`config.mk`:
```
export PLATFORM = sky130hd
export DESIGN_NAME = hazard_ctrl
export DESIGN_NICKNAME = d
export VERILOG_FILES = /design/src/rtl/hazard_ctrl.sv
export SDC_FILE = /design/constraint.sdc
export NUM_CORES = 1
export LEC_CHECK = 0
export BUFFER_PORTS_ARGS = -buffer_cell sky130_fd_sc_hd__clkbuf_2
export CAP_MARGIN = 20
export CORE_MARGIN = 2
export CORE_UTILIZATION = 64
export CTS_BUF_LIST = sky130_fd_sc_hd__clkbuf_8
export DETAILED_ROUTE_END_ITERATION = 6
export PLACE_DENSITY = 0.91
export SLEW_MARGIN = 20
export SYNTH_ARGS = -nofsm -noshare
export SYNTH_HDL_FRONTEND = slang
export SYNTH_SLANG_ARGS = --single-unit
```
`constraint.sdc`:
```
create_clock -name clk -period 8.3 [get_ports clk]
set_input_delay 0.415 -clock clk [delete_from_list [all_inputs] [get_ports clk]]
set_output_delay 0.415 -clock clk [all_outputs]
set_load 0.05 [all_outputs]
```
`src/rtl/hazard_ctrl.sv`:
```
// Pipeline hazard controller: tracks producers in E/M/W, raises stall for
// unresolved RAW and busy-MDU hazards, and picks forwarding sources for D, E and M.
module hazard_ctrl #(
    parameter int MULT_CYC = 5,
    parameter int DIV_CYC  = 10
) (
    input  logic       clk,
    input  logic       reset,
    input  logic [4:0] rs_D,
    input  logic [4:0] rt_D,
    input  logic [1:0] tuse_rs,
    input  logic [1:0] tuse_rt,
    input  logic [4:0] a3_D,
    input  logic [1:0] cls_D,
    input  logic       md_start_D,
    input  logic       md_div_D,
    input  logic       md_use_D,
    output logic [2:0] selRsD,
    output logic [2:0] selRtD,
    output logic [2:0] selRsE,
    output logic [2:0] selRtE,
    output logic [2:0] selRtM,
    output logic       stall
);

    localparam logic [1:0] CLS_ALU = 2'd0;
    localparam logic [1:0] CLS_MEM = 2'd1;
    localparam logic [1:0] CLS_PC8 = 2'd2;
    localparam logic [1:0] CLS_MD  = 2'd3;

    localparam logic [3:0] MULT_LD = 4'(MULT_CYC);
    localparam logic [3:0] DIV_LD  = 4'(DIV_CYC);

    typedef struct packed {
        logic [4:0] rs;
        logic [4:0] rt;
        logic [4:0] a3;
        logic [1:0] cls;
        logic [1:0] tnew;
        logic       md_start;
        logic       md_div;
    } rec_t;

    rec_t       e_q, m_q, w_q;
    rec_t       e_d, m_d, w_d;
    logic [3:0] busy_q, busy_d;
    logic [3:0] rs_chk, rt_chk;
    logic       md_stall;

    function automatic logic hit(input rec_t s, input logic [4:0] r);
        return (s.a3 != 5'd0) && (s.a3 == r);
    endfunction

    function automatic logic [1:0] tnew_init(input logic [1:0] cls);
        case (cls)
            CLS_ALU: return 2'd1;
            CLS_MEM: return 2'd2;
            default: return 2'd0;
        endcase
    endfunction

    function automatic logic [1:0] tnew_dec(input logic [1:0] t);
        return (t == 2'd0) ? 2'd0 : t - 2'd1;
    endfunction

    // Returns {stall, select} for one D operand; nearest matching stage wins.
    function automatic logic [3:0] d_fwd(input rec_t e, input rec_t m, input rec_t w,
                                         input logic [4:0] r, input logic [1:0] tuse);
        logic       found;
        logic [1:0] tnew;
        logic [2:0] sel;
        found = 1'b0;
        tnew  = 2'd0;
        sel   = 3'd0;
        if (hit(e, r)) begin
            found = 1'b1;
            tnew  = e.tnew;
            if (e.cls == CLS_PC8)     sel = 3'd1;
            else if (e.cls == CLS_MD) sel = 3'd6;
        end else if (hit(m, r)) begin
            found = 1'b1;
            tnew  = m.tnew;
            case (m.cls)
                CLS_PC8: sel = 3'd2;
                CLS_ALU: sel = 3'd3;
                CLS_MD:  sel = 3'd7;
                default: sel = 3'd0;
            endcase
        end else if (hit(w, r)) begin
            found = 1'b1;
            tnew  = w.tnew;
            sel   = (w.cls == CLS_PC8) ? 3'd4 : 3'd5;
        end
        if (tnew != 2'd0) sel = 3'd0;
        return {found && (tuse != 2'd3) && (tnew > tuse), sel};
    endfunction

    function automatic logic [2:0] e_fwd(input rec_t m, input rec_t w, input logic [4:0] r);
        logic [2:0] sel;
        sel = 3'd0;
        if (hit(m, r)) begin
            case (m.cls)
                CLS_PC8: sel = 3'd1;
                CLS_ALU: sel = 3'd2;
                CLS_MD:  sel = 3'd5;
                default: sel = 3'd0;
            endcase
        end else if (hit(w, r)) begin
            sel = (w.cls == CLS_PC8) ? 3'd3 : 3'd4;
        end
        return sel;
    endfunction

    assign rs_chk   = d_fwd(e_q, m_q, w_q, rs_D, tuse_rs);
    assign rt_chk   = d_fwd(e_q, m_q, w_q, rt_D, tuse_rt);
    assign md_stall = md_use_D && (e_q.md_start || (busy_q != 4'd0));

    assign stall  = rs_chk[3] || rt_chk[3] || md_stall;
    assign selRsD = rs_chk[2:0];
    assign selRtD = rt_chk[2:0];
    assign selRsE = e_fwd(m_q, w_q, e_q.rs);
    assign selRtE = e_fwd(m_q, w_q, e_q.rt);
    assign selRtM = hit(w_q, m_q.rt) ? ((w_q.cls == CLS_PC8) ? 3'd1 : 3'd2) : 3'd0;

    always_comb begin
        e_d = '0;
        if (!stall) begin
            e_d.rs       = rs_D;
            e_d.rt       = rt_D;
            e_d.a3       = a3_D;
            e_d.cls      = cls_D;
            e_d.tnew     = tnew_init(cls_D);
            e_d.md_start = md_start_D;
            e_d.md_div   = md_div_D;
        end
        m_d      = e_q;
        m_d.tnew = tnew_dec(e_q.tnew);
        w_d      = m_q;
        w_d.tnew = tnew_dec(m_q.tnew);

        // The MDU counter runs on its own; pipeline stalls do not hold it.
        busy_d = busy_q;
        if (e_q.md_start)           busy_d = e_q.md_div ? DIV_LD : MULT_LD;
        else if (busy_q != 4'd0)    busy_d = busy_q - 4'd1;
    end

    always_ff @(posedge clk or negedge reset) begin
        if (!reset) begin
            e_q    <= '0;
            m_q    <= '0;
            w_q    <= '0;
            busy_q <= '0;
        end else begin
            e_q    <= e_d;
            m_q    <= m_d;
            w_q    <= w_d;
            busy_q <= busy_d;
        end
    end

endmodule

```
Word level (Yosys, flattened, before mapping)
Index checks and enable logic that the tools add are counted.
{"block": "totals", "regBits": 48, "inputBits": 26}
{"block": "classes", "n_reduce_logical": 30, "n_mux": 39, "add_sub_neg": 3, "n_lt_le_gt_ge": 2, "n_eq_ne": 19}
{"operator": "== test 5 bit", "n": 11}
{"operator": "two-way mux 3 bit", "n": 15}
{"operator": "two-way mux 21 bit", "n": 1}
{"operator": "two-way mux 2 bit", "n": 10}
{"operator": "one-hot mux 3 bit (3 select lines)", "n": 2}
{"operator": "logical AND 1 bit", "n": 16}
{"operator": "nonzero test 5 bit", "n": 3}
{"operator": "two-way mux 4 bit", "n": 3}
{"operator": "== test 2 bit (second input constant)", "n": 5}
{"operator": "logical NOT 2 bit", "n": 4}
{"operator": "two-way mux 1 bit", "n": 7}
{"operator": "nonzero test 2 bit", "n": 3}
{"operator": "greater-than comparator 2 bit", "n": 2}
{"operator": "inequality test 2 bit (second input constant)", "n": 2}
{"operator": "one-hot mux 2 bit (2 select lines)", "n": 1}
{"operator": "nonzero test 4 bit", "n": 1}
{"operator": "subtractor 2 x 1 -> 2 bit (second input constant)", "n": 2}
{"operator": "subtractor 4 x 1 -> 4 bit (second input constant)", "n": 1}
{"operator": "logical OR 1 bit", "n": 3}
{"operator": "== test 2 x 1 -> 1 bit (second input constant)", "n": 1}

Logic depth before layout (Yosys ltp)
Gate-level depths: netlist of run 1.
{"block": "logic_depth", "word_depth": 10, "depth_mapped": 16}

Least setup slack after synthesis of run 1
No wires, ideal clock.
{"block": "synth_timing", "path_type": "reg-to-output", "from": "register m_q[7] (netlist bit)", "to": "output port stall", "stages_incl_launch_ff": 15, "arrival_time_ns": 3.391, "slack_ns": 4.494, "path_buffers": 3, "required_time_ns": 7.885, "cell_sequence": "dfrtp_1 -> buf_6 -> or4_4 -> nor2_1 -> or4_1 -> clkbuf_1 -> a21oi_1 -> a22o_1 -> ha_1 -> a21oi_1 -> a221oi_1 -> a22o_1 -> a221oi_4 -> buf_6 -> inv_1"}
{"block": "synth_between", "elab_chain_cells": 8, "elab_cells_between_ends": 21}
{"item": "from (decl)", "line_no": "44", "source": "rec_t e_q, m_q, w_q;"}
{"item": "from (signal assigned)", "line_no": "155", "source": "m_q <= m_d;"}
{"item": "== test 5 bit / nonzero test 5 bit (equally long branches)", "line_no": "51", "source": "return (s.a3 != 5'd0) && (s.a3 == r);"}
{"item": "logical AND 1 bit", "line_no": "51"}
{"item": "two-way mux 2 bit / two-way mux 1 bit (equally long branches)", "line_no": "80", "source": "end else if (hit(m, r)) begin"}
{"item": "two-way mux 2 bit / two-way mux 1 bit (equally long branches)", "line_no": "75", "source": "if (hit(e, r)) begin"}
{"item": "greater-than comparator 2 bit / logical AND 1 bit (equally long branches)", "line_no": "95", "source": "return {found && (tuse != 2'd3) && (tnew > tuse), sel};"}
{"item": "logical AND 1 bit", "line_no": "95"}
{"item": "logical OR 1 bit * (2 in a row)", "line_no": "118", "source": "assign stall = rs_chk[3] || rt_chk[3] || md_stall;"}
{"item": "to (decl)", "line_no": "23", "source": "output logic stall"}
Mark *: on every way between the ends. The rest lies on a longest branch, timed or not.

Worst setup path after layout of run 1
{"block": "layout_timing", "from": "register m_q[10] (netlist bit)", "to": "output port stall"}
Same word-level chain as after synthesis.

==> results of run 1 <==
through the flow:
stage / cell area (sq um) / hold WS [ns] / instances
2_1_floorplan: 2790 / 0.119 / 272
3_3_place_gp: 2990 / 0.436 / 351
3_5_place_dp: 2990 / 0.426 / 351
4_1_cts: 3090 / 0.211 / 359
5_1_grt: 3090 / 0.247 / 359
6_report: 3090 / 0.193 / 359
sequential cells by signal, summed over array words and instances (netlist names):
signal  count
busy_q      4
e_q        21
m_q        14
w_q         9
Yosys cell counts, drive strengths merged:
cell	number
o21ai	3
a31oi	1
nor4b	1
nand3	11
nor2	15
or4	5
conb	1
a22oi	1
o211ai	1
dfrtp	48
nand2b	3
or2	1
xnor2	34
o211a	2
nor4	8
clkbuf	9
and2	23
a32oi	1
nor3b	2
or3	4
o22ai	1
nor3	2
o21a	1
mux2i	1
and3b	1
ha	11
xor2	23
a22o	9
a211oi	3
nor2b	6
nand2	10
inv	11
a31o	1
buf	5
a21oi	8
a221oi	5
report_power, final:
part | switching [mW] | internal [mW]
logic | 0.111 | 0.0855
clock network | 0.0793 | 0.0682
registers | 0.0399 | 0.266
total | 0.230 | 0.420
layer usage:
layer	track usage, %	vias up	share of wire [%]	routed length, um
met3	3.61	15	4.9	273
met2	39.7	62	48	2680
li1	-	994	-	-
met1	32.5	970	45	2540
met4	12.6	0	2.5	139
met5	0	-	0	0
worst paths after layout:
check	from	endpoint	cells past startpoint
setup reg to reg	m_q[10]$_DFF_PN0_	e_q[2]$_DFF_PN0_	11
hold reg to reg	e_q[12]$_DFF_PN0_	m_q[12]$_DFF_PN0_	0
max in group asynchronous	reset	m_q[4]$_DFF_PN0_	2
hold / removal	reset	e_q[10]$_DFF_PN0_	2
min in group clk	cls_D[1]	e_q[2]$_DFF_PN0_	2
setup / recovery	m_q[10]$_DFF_PN0_	stall	12
kinds of logic (layout without fill, tap and decap cells):
logic type	after synthesis	count (layout)	share of synthesized area, %
AOI/OAI and AO/OA	37	37	10.4
xor gates and xnor gates	57	57	17.9
adders and majority gates	11	11	4.94
buffers and inverters	25	62	4.36
DFF	48	48	43.1
muxes	1	1	0.359
other	1	1	0.135
and+or+nand+nor	92	92	18.7
worst max-delay path: stages (launching register included):
cell and delay, ns:
dfrtp_1 0.49, xnor2_1 0.22, nand3_1 0.12, or4_1 0.62
a21oi_1 0.42, a22o_1 0.20, ha_1 0.23, a21oi_1 0.13
a221oi_1 0.10, a22o_1 0.29, a221oi_4 0.57, inv_1 0.12
clkbuf_2 0.27
cell type report:
type | count | area (sq um) | area share (%)
repair buffers | 43 | 223 | 7.22
multi-input cells | 199 | 1460 | 47.4
clock inverters | 2 | 13.8 | 0.446
inverters | 11 | 41.3 | 1.34
flip-flops and latches | 48 | 1200 | 38.9
clock buffers | 6 | 82.6 | 2.68
well taps | 50 | 62.6 | 2.03
==> results by group, run 1 <==
Die
  • Initial Util: between 60% and 70%
  • Io pins: 42
  • Die X: 70.0 um
  • DIE AREA: 4900 sq um
  • Core box area: 4090 sq um
  • # rows: 23
  • Die height: 70.0 um

Timing
  • Crit path time final: 4.52 ns
  • Final-report max-slew violation count: 0
  • Post-route setup slack: 3.78 ns
  • Worst Tran Pin Value: about 0.72 ns
  • Relative slew slack: 51.1%
  • Hold Vio Cnt, Final: 0
  • Final Skew: 0.00595 ns
  • Period utilization: 54.4%
  • Setup violators final: 0
  • Total Neg Setup Slack: 0 ns
  • RSZ-0062 raised after global routing: false
  • Highest clock rate: 221 MHz

Power
  • Total chip power: between 0.6 and 0.7 mW
  • Pwr dens: 210 nW/um^2
  • Peak VDD IR: about 160 uV
  • Leakage Power: 1.48 nW

Detailed routing
  • 1st-iter DRT viols: 111
  • Number of remaining DRC errors: 0
  • Via density: approximately 5.7
  • Pre-antenna DRT Iters: 4
  • Total detailed-routing wirelength: roughly 5600 um
  • Vias: 2041
  • Routed Antenna Nets: 0
  • Wirelength per Cell: 15.7 um

Worst hold path
  • Tightest Hold Check Type: in -> async

Clocking
  • Register clock-pin slew on the reported worst setup and hold paths: 0.09 ns
  • Setup bufs post-CTS: 0
  • CTS Root Cell: clkbuf_8
  • H-tree depth: 2
  • Clk_lat worst skew: 0.30 ns
  • TritonCTS Buffers: 5
  • TritonCTS clock tree: done
  • Post-CTS resize count: 0
  • Post-cts hold buffer count: 0
  • Clock Path Buffers: 2
  • Clock sink count: 48

Outcome
  • Status: finished, final reports clean

Global routing
  • Largest net degree at the start of global routing: around 50
  • Vias in the first global route: 2086
  • Final global-route overflow total: 0
  • Initial antenna violation count: 0
  • GR Util All Layers: between 20% and 30%
  • First-pass GRT wire length: 9530 um

Place
  • HPWL Detailed: 4320 um
  • Port Buf Inserts: 40
  • GP Congestion: ~0.9
  • Setup WS pre-CTS: 4.09 ns

Cells and area
  • Final Net Count: 345
  • Most frequent cells in the layout: dfrtp_1 (48), clkbuf_2 (40), xnor2_1 (34)
  • Share of cells above drive strength 1: 18.4%
  • Utilization after layout: 75.5%
  • Commonest non-fill, non-tap cell in the layout: dfrtp_1
  • Fillers: between 200 and 300
  • # diodes: 0
  • Area delta synth->final: 10.8%

Synthesis
  • Syn Nets: 309
  • Synth unique cells: 42
  • Leading area contributor after synthesis: dfrtp_1
  • Synth Instances: 272
  • Sequential element share of the synthesized area: 43.1%
  • Yosys reg bits: 48
  • Synth Area per Inst: approximately 10 sq um
  • Largest cells by area after synthesis: dfrtp_1 (43%), xnor2_1 (11%), xor2_1 (7.2%), and2_1 (4.9%), ha_1 (4.9%)
  • Synth warn: 0
  • Post-Synthesis Cell Area: 2790 sq um
  • Yosys top cell area share: 43.1%

Setup path
  • Crit path launch type: flop
  • Crit path capture type: primary output
  • Internal reg-to-reg setup slack: 4.52 ns
  • CP Data Required Time: 7.89 ns
  • Crit path DAT: 4.10 ns
  • CP Class: reg -> out
  • Peak fanout along the critical path: 22

Flow run
  • Max cap viols: 0
No activity file was read; power rests on OpenSTA's default activity.
==> inputs of run 2 (changes only) <==
--- a/config.mk
+++ b/config.mk
@@ -8,10 +8,10 @@
 export BUFFER_PORTS_ARGS = -buffer_cell sky130_fd_sc_hd__clkbuf_2
 export CAP_MARGIN = 20
 export CORE_MARGIN = 2
-export CORE_UTILIZATION = 64
+export CORE_UTILIZATION = 59
 export CTS_BUF_LIST = sky130_fd_sc_hd__clkbuf_8
 export DETAILED_ROUTE_END_ITERATION = 6
-export PLACE_DENSITY = 0.91
+export PLACE_DENSITY = 0.85
 export SLEW_MARGIN = 20
 export SYNTH_ARGS = -nofsm -noshare
 export SYNTH_HDL_FRONTEND = slang
==> constraint.sdc (replaced) <==
create_clock -name clk -period 4.43 [get_ports clk]
set_input_delay 0.2215 -clock clk [delete_from_list [all_inputs] [get_ports clk]]
set_output_delay 0.2215 -clock clk [all_outputs]
set_load 0.05 [all_outputs]
==> run 2 against run 1 <==
Net effect: the run now ends with negative hold slack left; hold slack lost 0.20 ns; clock power grew to 2.6 times the previous value; combinational power grew 99%; critical path depth grew 1; final cell count grew 1.7%; sequential power grew 88%; wire length grew 9.0%; setup slack lost 3.6 ns; total power grew 110%; design area grew 3.0%; non-clock buffer count grew 3.
==> results by group, run 2 (synthesized netlist as in run 1, its figures left out) <==
Clocking
  • Clock sink count: 48
  • Clock Path Buffers: 2
  • TritonCTS Buffers: 5
  • Clk_lat worst skew: approximately 0.30 ns
  • H-tree depth: 2
  • Register clock-pin slew on the reported worst setup and hold paths: 0.09 ns
  • CTS Root Cell: clkbuf_8
  • Post-cts hold buffer count: 0
  • TritonCTS clock tree: done

Timing
  • Hold Vio Cnt, Final: 11
  • Relative slew slack: 48.3%
  • Final-report max-slew violation count: 0
  • Setup violators final: 0
  • Highest clock rate: 237 MHz
  • Total Neg Setup Slack: 0 ns
  • RSZ-0062 raised after global routing: false
  • Worst Tran Pin Value: 0.776 ns
  • Hold WS: -0.00867 ns
  • Period utilization: 95.1%
  • Crit path time final: 4.21 ns
  • Final Skew: 0.00484 ns

Die
  • Core box area: 4440 sq um
  • Initial Util: between 60 and 70%
  • Io pins: between 40 and 50
  • DIE AREA: 5290 sq um
  • Die X: approximately 73 um
  • Die height: about 73 um
  • # rows: 24

Power
  • Logic pwr share: 29.0%
  • Leakage Power: 1.53 nW
  • Peak VDD IR: 304 uV
  • Net Sw Power: 0.449 mW
  • Switching part of the total power: ~33%
  • P_int: ~0.89 mW
  • Part of the power in registers: 42.8%
  • Clock share of power: 28.2%
  • Pwr dens: 422 nW/um^2

Setup path
  • CP Class: reg -> out
  • CP Cell Sequence: or4_4, nor2_1, or4_1, a21oi_1, a22o_1, ha_1, a21oi_1, a221oi_2, a22o_1, a221oi_4, buf_4, inv_1, clkbuf_2
  • Slowest CP cell: or4_4
  • Peak fanout along the critical path: 8
  • Crit path launch type: flop
  • Crit path largest cell delay: 0.57 ns
  • WP buf/inv: 3
  • Crit path capture type: primary output
  • Crit path DAT: between 3 and 4 ns
  • CP Data Required Time: 4.21 ns
  • Crit path max-delay family: compound AO/OA/AOI/OAI gates

Place
  • Placed insts: 353
  • GP Congestion: 0.892
  • Port Buf Inserts: 40
  • HPWL Detailed: 4310 um

Global routing
  • Final global-route overflow total: 0
  • Vias in the first global route: 2039
  • First-pass GRT wire length: 9720 um
  • Initial antenna violation count: 0
  • GR Util All Layers: between 20 and 25%
  • Largest net degree at the start of global routing: 49

Detailed routing
  • Routed Antenna Nets: 0
  • Wirelength per Cell: 16.8 um
  • 1st-iter DRT viols: 135
  • Pre-antenna DRT Iters: 4
  • Number of remaining DRC errors: 0
  • Total detailed-routing wirelength: 6130 um
  • Via density: 5.81
  • Vias: 2119

Cells and area
  • Most frequent cells in the layout: dfrtp_1 (48), clkbuf_2 (40), xnor2_1 (34)
  • # diodes: 0
  • Area delta synth->final: 14.2%
  • Finished Layout Cells: between 300 and 400
  • Final Net Count: 349
  • Share of cells above drive strength 1: around a fifth
  • Number of flip-flops under the largest register name: 21
  • Commonest non-fill, non-tap cell in the layout: dfrtp_1
  • Biggest regs: e_q: 21 flops, m_q: 14 flops, w_q: 9 flops
  • Top reg by flops: e_q

Outcome
  • Failing checks: negative hold slack
  • Status: finished with violations

Flow run
  • Max cap viols: 0

Worst hold path
  • Tightest Hold Check Type: in -> async
==> run 2: layout make-up <==
| class | count | area [sq um] |
|---|---|---|
| clock buffers | 5 | 68.8 |
| multi-input cells | 200 | 1490 |
| well taps | 52 | 65.1 |
| repair buffers | 46 | 245 |
| clock inverters | 3 | 68.8 |
| flip-flops and latches | 48 | 1200 |
| fillers | 301 | 1260 |
| inverters | 11 | 41.3 |
==> run 2: worst paths after layout <==
| check | startpoint | to | slack (ns) | cells past startpoint |
|---|---|---|---|---|
| min reg2reg | e_q[5]$_DFF_PN0_ | m_q[5]$_DFF_PN0_ | 0.47 | 0 |
| max in group asynchronous | reset | busy_q[0]$_DFFE_PN0N_ | 4.04 | 2 |
| min | reset | e_q[7]$_DFF_PN0_ | -0.009 | 2 |
| max | m_q[7]$_DFF_PN0_ | stall | 0.22 | 13 |
| max reg2reg | m_q[7]$_DFF_PN0_ | e_q[16]$_DFF_PN0_ | 0.65 | 11 |
| min in group clk | cls_D[0] | e_q[2]$_DFF_PN0_ | 0.09 | 2 |
==> run 2: stage by stage <==
step | worst slack (ns) | utilization, % | area, sq um | total power, mW | hold slack (ns)
2_1_floorplan | 0.817 | - | 2790 | 0.863 | -0.0741
3_3_place_gp | 0.602 | 67.3 | 2990 | 0.939 | 0.341
3_5_place_dp | 0.529 | 67.3 | 2990 | 0.952 | 0.347
4_1_cts | 0.154 | 70.4 | 3130 | 1.33 | 0.0162
5_1_grt | 0.0116 | 71.6 | 3180 | 1.42 | 0.0467
6_report | 0.217 | 71.6 | 3180 | 1.34 | -0.00867
==> run 2: power by group through the flow <==
stage               clock, mW  combinational, mW  sequential, mW
finish                  0.379              0.390           0.575
global route            0.399              0.433           0.584
CTS                     0.383              0.374           0.573
detailed placement          0              0.371           0.581
global placement            0              0.362           0.578
floorplan                   0              0.318           0.545
==> run 2: what timing repair did <==
item	in CTS	in global routing
endpoints found under the setup margin	0	1
setup buffers	0	3
gates resized for setup	0	2
==> run 2: routing by layer <==
metal	vias up	share of wire, %	GRT usage [%]
met5	-	0	0
met4	0	1.1	6.17
met3	8	6.4	5.94
met2	69	49	39.3
met1	1030	44	32.6
li1	1012	-	-
